`src/rtl/dsp_mac_pkg.sv`:
```
// Shared types and constants for the dsp_mac_seq controller and its tag pipeline.
package dsp_mac_pkg;

  typedef enum logic [1:0] {
    IDLE  = 2'd0,
    ACCUM = 2'd1,
    FLUSH = 2'd2,
    HOLD  = 2'd3
  } state_t;

  localparam logic [7:0] OPM_FIRST = 8'h01;
  localparam logic [7:0] OPM_ACC   = 8'h09;
  localparam int         PIPE_LAT  = 3;

  typedef struct packed {
    logic v;
    logic first;
    logic last;
  } tag_t;

  // The first product of a vector restarts P (Z=0); later ones add onto P.
  // Idle slots also drive OPM_FIRST so the pin rests at its reset value.
  function automatic logic [7:0] opmode_for(input logic v, input logic first);
    return (v && !first) ? OPM_ACC : OPM_FIRST;
  endfunction

endpackage

```
`src/rtl/dsp_mac_tagpipe.sv`:
```
// Tag shift register that follows each operand pair through the DSP registers
// (A1/B1, M, P) and exposes the taps that drive the slice's clock enables.
module dsp_mac_tagpipe
  import dsp_mac_pkg::*;
(
  input  logic       clk,
  input  logic       rst_n,
  input  logic [2:0] tag_in,
  output logic       s1_v,
  output logic       s1_first,
  output logic       s2_v,
  output logic       s3_last_v
);

  tag_t pipe_q [PIPE_LAT];

  always_ff @(posedge clk or negedge rst_n) begin
    if (!rst_n) begin
      for (int i = 0; i < PIPE_LAT; i++) pipe_q[i] <= '0;
    end else begin
      pipe_q[0] <= tag_t'(tag_in);
      for (int i = 1; i < PIPE_LAT; i++) pipe_q[i] <= pipe_q[i-1];
    end
  end

  assign s1_v      = pipe_q[0].v;
  assign s1_first  = pipe_q[0].first;
  assign s2_v      = pipe_q[1].v;
  // The last product of the vector now sits in P.
  assign s3_last_v = pipe_q[PIPE_LAT-1].v & pipe_q[PIPE_LAT-1].last;

endmodule

```
`src/rtl/dsp_mac_seq.sv`:
```
// Dot-product controller in front of a dsp_block: streams signed 18x18 pairs
// into the slice and returns one 48-bit accumulated result per vector.
//
// state | meaning
// IDLE  | waiting for the first pair of a vector
// ACCUM | pairs being accepted, last one not yet seen
// FLUSH | last pair accepted, waiting for it to reach P
// HOLD  | result presented on m_data until m_ready
module dsp_mac_seq
  import dsp_mac_pkg::*;
#(
  parameter int LEN_W      = 16,
  parameter int RST_CYCLES = 2
) (
  input  logic             clk,
  input  logic             rst_n,
  input  logic             s_valid,
  output logic             s_ready,
  input  logic [17:0]      s_a,
  input  logic [17:0]      s_b,
  input  logic             s_last,
  output logic             m_valid,
  input  logic             m_ready,
  output logic [47:0]      m_data,
  output logic [LEN_W-1:0] m_len,
  output logic [17:0]      dsp_a,
  output logic [17:0]      dsp_b,
  output logic [7:0]       dsp_opmode,
  output logic             dsp_cea,
  output logic             dsp_ceb,
  output logic             dsp_cem,
  output logic             dsp_cep,
  output logic             dsp_rst,
  input  logic [47:0]      dsp_p
);

  localparam int RC_W = (RST_CYCLES < 2) ? 1 : $clog2(RST_CYCLES + 1);

  state_t           state_q, state_d;
  logic [RC_W-1:0]  rst_cnt_q;
  logic             accept;
  logic             capture;
  tag_t             tag0;
  logic             s1_v, s1_first, s2_v, s3_last_v;
  logic [47:0]      m_data_q;
  logic [LEN_W-1:0] m_len_q;
  logic [LEN_W-1:0] len_cnt_q;

  // DSP resets are synchronous, so hold dsp_rst for a few clocks after release.
  always_ff @(posedge clk or negedge rst_n) begin
    if (!rst_n) begin
      rst_cnt_q <= RC_W'(RST_CYCLES);
    end else if (rst_cnt_q != '0) begin
      rst_cnt_q <= rst_cnt_q - RC_W'(1);
    end
  end

  assign dsp_rst = (rst_cnt_q != '0);

  always_ff @(posedge clk or negedge rst_n) begin
    if (!rst_n) state_q <= IDLE;
    else        state_q <= state_d;
  end

  always_comb begin
    state_d    = state_q;
    s_ready    = 1'b0;
    accept     = 1'b0;
    capture    = 1'b0;
    tag0       = '0;
    dsp_a      = '0;
    dsp_b      = '0;
    dsp_cea    = 1'b0;
    dsp_ceb    = 1'b0;

    s_ready    = ((state_q == IDLE) || (state_q == ACCUM)) && !dsp_rst;
    accept     = s_valid && s_ready;
    capture    = (state_q == FLUSH) && s3_last_v;

    tag0.v     = accept;
    tag0.first = accept && (state_q == IDLE);
    tag0.last  = accept && s_last;

    if (accept) begin
      dsp_a   = s_a;
      dsp_b   = s_b;
      dsp_cea = 1'b1;
      dsp_ceb = 1'b1;
    end

    unique case (state_q)
      IDLE:    if (accept) state_d = s_last ? FLUSH : ACCUM;
      ACCUM:   if (accept && s_last) state_d = FLUSH;
      FLUSH:   if (capture) state_d = HOLD;
      HOLD:    if (m_ready) state_d = IDLE;
      default: state_d = IDLE;
    endcase
  end

  dsp_mac_tagpipe u_tagpipe (
    .clk       (clk),
    .rst_n     (rst_n),
    .tag_in    (tag0),
    .s1_v      (s1_v),
    .s1_first  (s1_first),
    .s2_v      (s2_v),
    .s3_last_v (s3_last_v)
  );

  // OPMODE is registered inside the slice, so it is driven one stage ahead of P.
  assign dsp_opmode = opmode_for(s1_v, s1_first);
  assign dsp_cem    = s1_v;
  assign dsp_cep    = s2_v;

  always_ff @(posedge clk or negedge rst_n) begin
    if (!rst_n) begin
      len_cnt_q <= '0;
      m_data_q  <= '0;
      m_len_q   <= '0;
    end else begin
      if (accept) begin
        if (state_q == IDLE)        len_cnt_q <= LEN_W'(1);
        else if (len_cnt_q != '1)   len_cnt_q <= len_cnt_q + LEN_W'(1);
      end
      if (capture) begin
        m_data_q <= dsp_p;
        m_len_q  <= len_cnt_q;
      end
    end
  end

  assign m_valid = (state_q == HOLD);
  assign m_data  = m_data_q;
  assign m_len   = m_len_q;

endmodule

```
`config.mk`:
```
export PLATFORM = sky130hd
export DESIGN_NAME = dsp_mac_seq
export DESIGN_NICKNAME = d
export VERILOG_FILES = /design/src/rtl/dsp_mac_pkg.sv /design/src/rtl/dsp_mac_tagpipe.sv /design/src/rtl/dsp_mac_seq.sv
export SDC_FILE = /design/constraint.sdc
export NUM_CORES = 1
export LEC_CHECK = 0
export BUFFER_PORTS_ARGS = -buffer_cell sky130_fd_sc_hd__buf_2
export CAP_MARGIN = 5
export CELL_PAD_IN_SITES_DETAIL_PLACEMENT = 1
export CELL_PAD_IN_SITES_GLOBAL_PLACEMENT = 1
export CORE_ASPECT_RATIO = 0.7
export CORE_MARGIN = 1.5
export CORE_UTILIZATION = 35
export DETAILED_ROUTE_END_ITERATION = 16
export GPL_TIMING_DRIVEN = 1
export PLACE_DENSITY_LB_ADDON = 0.1
export SYNTH_ARGS = -nofsm -noshare
export SYNTH_HDL_FRONTEND = slang
export SYNTH_HIERARCHICAL = 1
export SYNTH_SLANG_ARGS = --single-unit
```
`constraint.sdc`:
```
create_clock -name clk -period 2.25 [get_ports clk]
set_clock_uncertainty 0.2 [all_clocks]
set_input_delay 0.225 -clock clk [delete_from_list [all_inputs] [get_ports clk]]
set_output_delay 0.225 -clock clk [all_outputs]
set_load 0.01 [all_outputs]
```
==> flow_summary.json <==
{
  "cp_slowest_cell": "dfrtp_2",
  "rsz0062_at_grt": "false",
  "cp-start-kind": "register",
  "p_comb_share_pct": 39.6,
  "drv_slew": 0,
  "ir_worst_vdd_v": 0.000506,
  "num_vias": 3531,
  "start_util_pct": 36.0,
  "power-per-cell-area_nw_per_um2": 1050,
  "register_area_sq_um": 2280,
  "status": "completed",
  "p_total_mw": 6.51,
  "drt_iter0_markers": 123,
  "final_design_area_no_fill_sq_um": 6210,
  "synth_seq_area_share_pct": 54.0,
  "antenna_found_initial": 0,
  "final_common_cell": "buf_2",
  "required_ps": 1820,
  "multiInputGateArea_sq_um": 1770,
  "crit_top_cell": "inv_2",
  "via_per_inst": 4.73,
  "crit_path_cell_trace": "inv_2, ha_4, o211ai_4, inv_2, buf_12, and2_1, buf_2",
  "hold_path_class": "in -> reg",
  "synth-edff-count": 0,
  "grt_start_max_net_pins": 55,
  "overflow": 0,
  "async_flop_share_pct": 100,
  "dp_hpwl_microns": 8210,
  "clock_sinks": 91,
  "layout_setup_ws_ps": 94.0,
  "slew_headroom_pct": 66.2,
  "min_period_ps": 2160,
  "synth_cells": 339,
  "tightest_slew_ps": 507,
  "drive_gt1_share_pct": 51.4,
  "cpPeakStageDelay_ps": 410,
  "clkPwrFrac_pct": 22.3,
  "utilization_pct": 52.9,
  "cap_violations": 0,
  "post_synth.cell_area_avg_sq_um": 12.4,
  "core_sq_um": 11700,
  "dp.cells": 679,
  "yosysWarnings": 6,
  "most-common-layout-cells": "buf_2, dfrtp_1, mux2_2",
  "crit-reg2reg-launch": "state_q[0]",
  "cp-end-kind": "primary output",
  "fillers": 1299,
  "wl_microns": 11700,
  "power_frac_seq_pct": 38.1,
  "setup_viol": 0,
  "postRouteAntennaNets": 0,
  "period_share_pct": 95.8,
  "finalHoldViolCount": 0,
  "drc_errors": 0,
  "critical_path_class": "reg -> out",
  "h-tree-depth": 3,
  "portBuffers": 196,
  "die_h_microns": 94.9,
  "cts_buffers": 9,
  "grt_pass1_wl_microns": 18800,
  "cts_tree": "yes",
  "instances_no_fill": 747,
  "p_int_mw": 4.32,
  "insertion_delay_ps": 340,
  "arrival_ps": 1730,
  "placed_cell_area_sq_um": 5380,
  "ys.flop_type": "dfrtp_1",
  "synth.distinct_cells": 44,
  "whs_ps": 59.5,
  "grt.total_usage_pct": 18.9,
  "clock_path_buffers": 2,
  "finalNetCount": 682,
  "ioPinCount": 204,
  "wl_per_cell_microns": 15.7,
  "num_rows": 33,
  "swShare_pct": 33.6,
  "dp_slack_ps": 81.5,
  "first_pass_iters": 4,
  "clock-root-buffer": "clkbuf_16",
  "worstHoldStart": "s_valid",
  "grt_pass1_vias": 3720,
  "insertedDiodeCount": 0,
  "crit_start": "state_q[0]",
  "dieArea_sq_um": 12700,
  "die_w_microns": 134,
  "synth_seq_cells": 91,
  "tns_ps": 0,
  "fmax_mhz": 464,
  "area_delta_synth_final_pct": 47.1,
  "place_congestion": 0.779,
  "leakage_nw": 3.15,
  "cts.clk_slew.worst_paths_ps": 60,
  "p_sw_mw": 2.19,
  "worstPathMaxFanout": 42,
  "syn_area_sq_um": 4220
}
## final timing paths
kind | end | slack, ps | cells past startpoint
max in group asynchronous | len_cnt_q[6] | 1000 | 3
min in group asynchronous | m_data[27] | 200 | 2
min | u_tagpipe/s1_first | 60 | 3
min reg2reg | u_tagpipe/pipe_q[3] | 150 | 0
max reg2reg | len_cnt_q[13] | 140 | 8
max | dsp_a[1] | 90 | 7
## Yosys cell counts, types with 2 or more instances
cell type	number	area share, %
a21o_1	2	0.36
clkbuf_1	8	0.71
nand4b_1	2	0.42
a31oi_1	2	0.30
o21ai_0	5	0.59
buf_4	12	2.1
conb_1	2	0.18
and4_1	3	0.62
nand3_1	3	0.36
ha_1	7	2.1
mux2_2	63	17
nand4_1	3	0.44
mux2i_1	3	0.71
a41oi_1	4	0.83
o31ai_1	18	3.2
dfrtp_1	90	53
and2_1	38	5.6
o41ai_1	3	0.62
nor2_1	7	0.62
buf_2	11	1.3
a21oi_1	6	0.71
nand2_1	10	0.89
nand2b_1	4	0.59
nor4_1	2	0.30
inv_1	9	0.80
and3_1	4	0.59
## sequential cells by signal, summed over array words and instances (netlist names)
signal,cells
u_tagpipe/s1_first,1
u_tagpipe/s1_v,1
rst_cnt_q,2
state_q,2
u_tagpipe/s2_v,1
m_data,48
m_len,16
len_cnt_q,16
u_tagpipe/pipe_q,4
## critical path: cells and delay by family (launching register included)
| family | cells | cell delay (ps) |
|---|---|---|
| buf+inv | 4 | 440 |
| flops | 1 | 410 |
| compound gates | 1 | 190 |
| fa+ha+maj | 1 | 180 |
| simple gates | 1 | 170 |
## final cells by class
class	count	share of cell area [%]
clock buffer	13	3.87
multi-input combinational	212	28.5
sequential	91	36.7
timing repair buffer	263	26.6
tap	157	3.16
clock inverter	2	0.605
inverter	9	0.544
## logic make-up after synthesis
kind of cell / Yosys count / share of synthesized area, %
buf+inv: 41 / 5.22
xor+xnor: 1 / 0.208
flops: 91 / 54.0
mux: 66 / 17.5
other cells: 2 / 0.178
fa+ha+maj: 7 / 2.08
simple gates: 83 / 12.3
compound gates: 48 / 8.51
## repair_timing
| item | in CTS | in global routing |
|---|---|---|
| setup endpoints to repair | 38 | 37 |
| buffers inserted | 1 | 2 |
| hold buffers | 50 | 0 |
| hold endpoints to repair | 84 | 0 |
| cloned | 0 | 0 |
| gates resized for setup | 6 | 4 |
| pin swaps | 1 | 0 |
## layer usage
layer | global-route usage (%) | share of wire (%) | routed length, microns
met1 | 23.1 | 43 | 5040
met2 | 32.9 | 51 | 5960
met3 | 5.69 | 5.2 | 610
met4 | 4.57 | 0.79 | 93
met5 | 0 | 0 | 0
## power groups by stage
stage / Combinational (mW) / Clock (mW) / Sequential (mW)
after floorplan: 1.15 / 0 / 2.69
after global placement: 2.38 / 0 / 2.46
after detailed placement: 2.44 / 0 / 2.49
after CTS: 2.56 / 1.49 / 2.48
after global routing: 2.82 / 1.56 / 2.57
final: 2.58 / 1.45 / 2.48
Power figures use the tool's default switching activity.
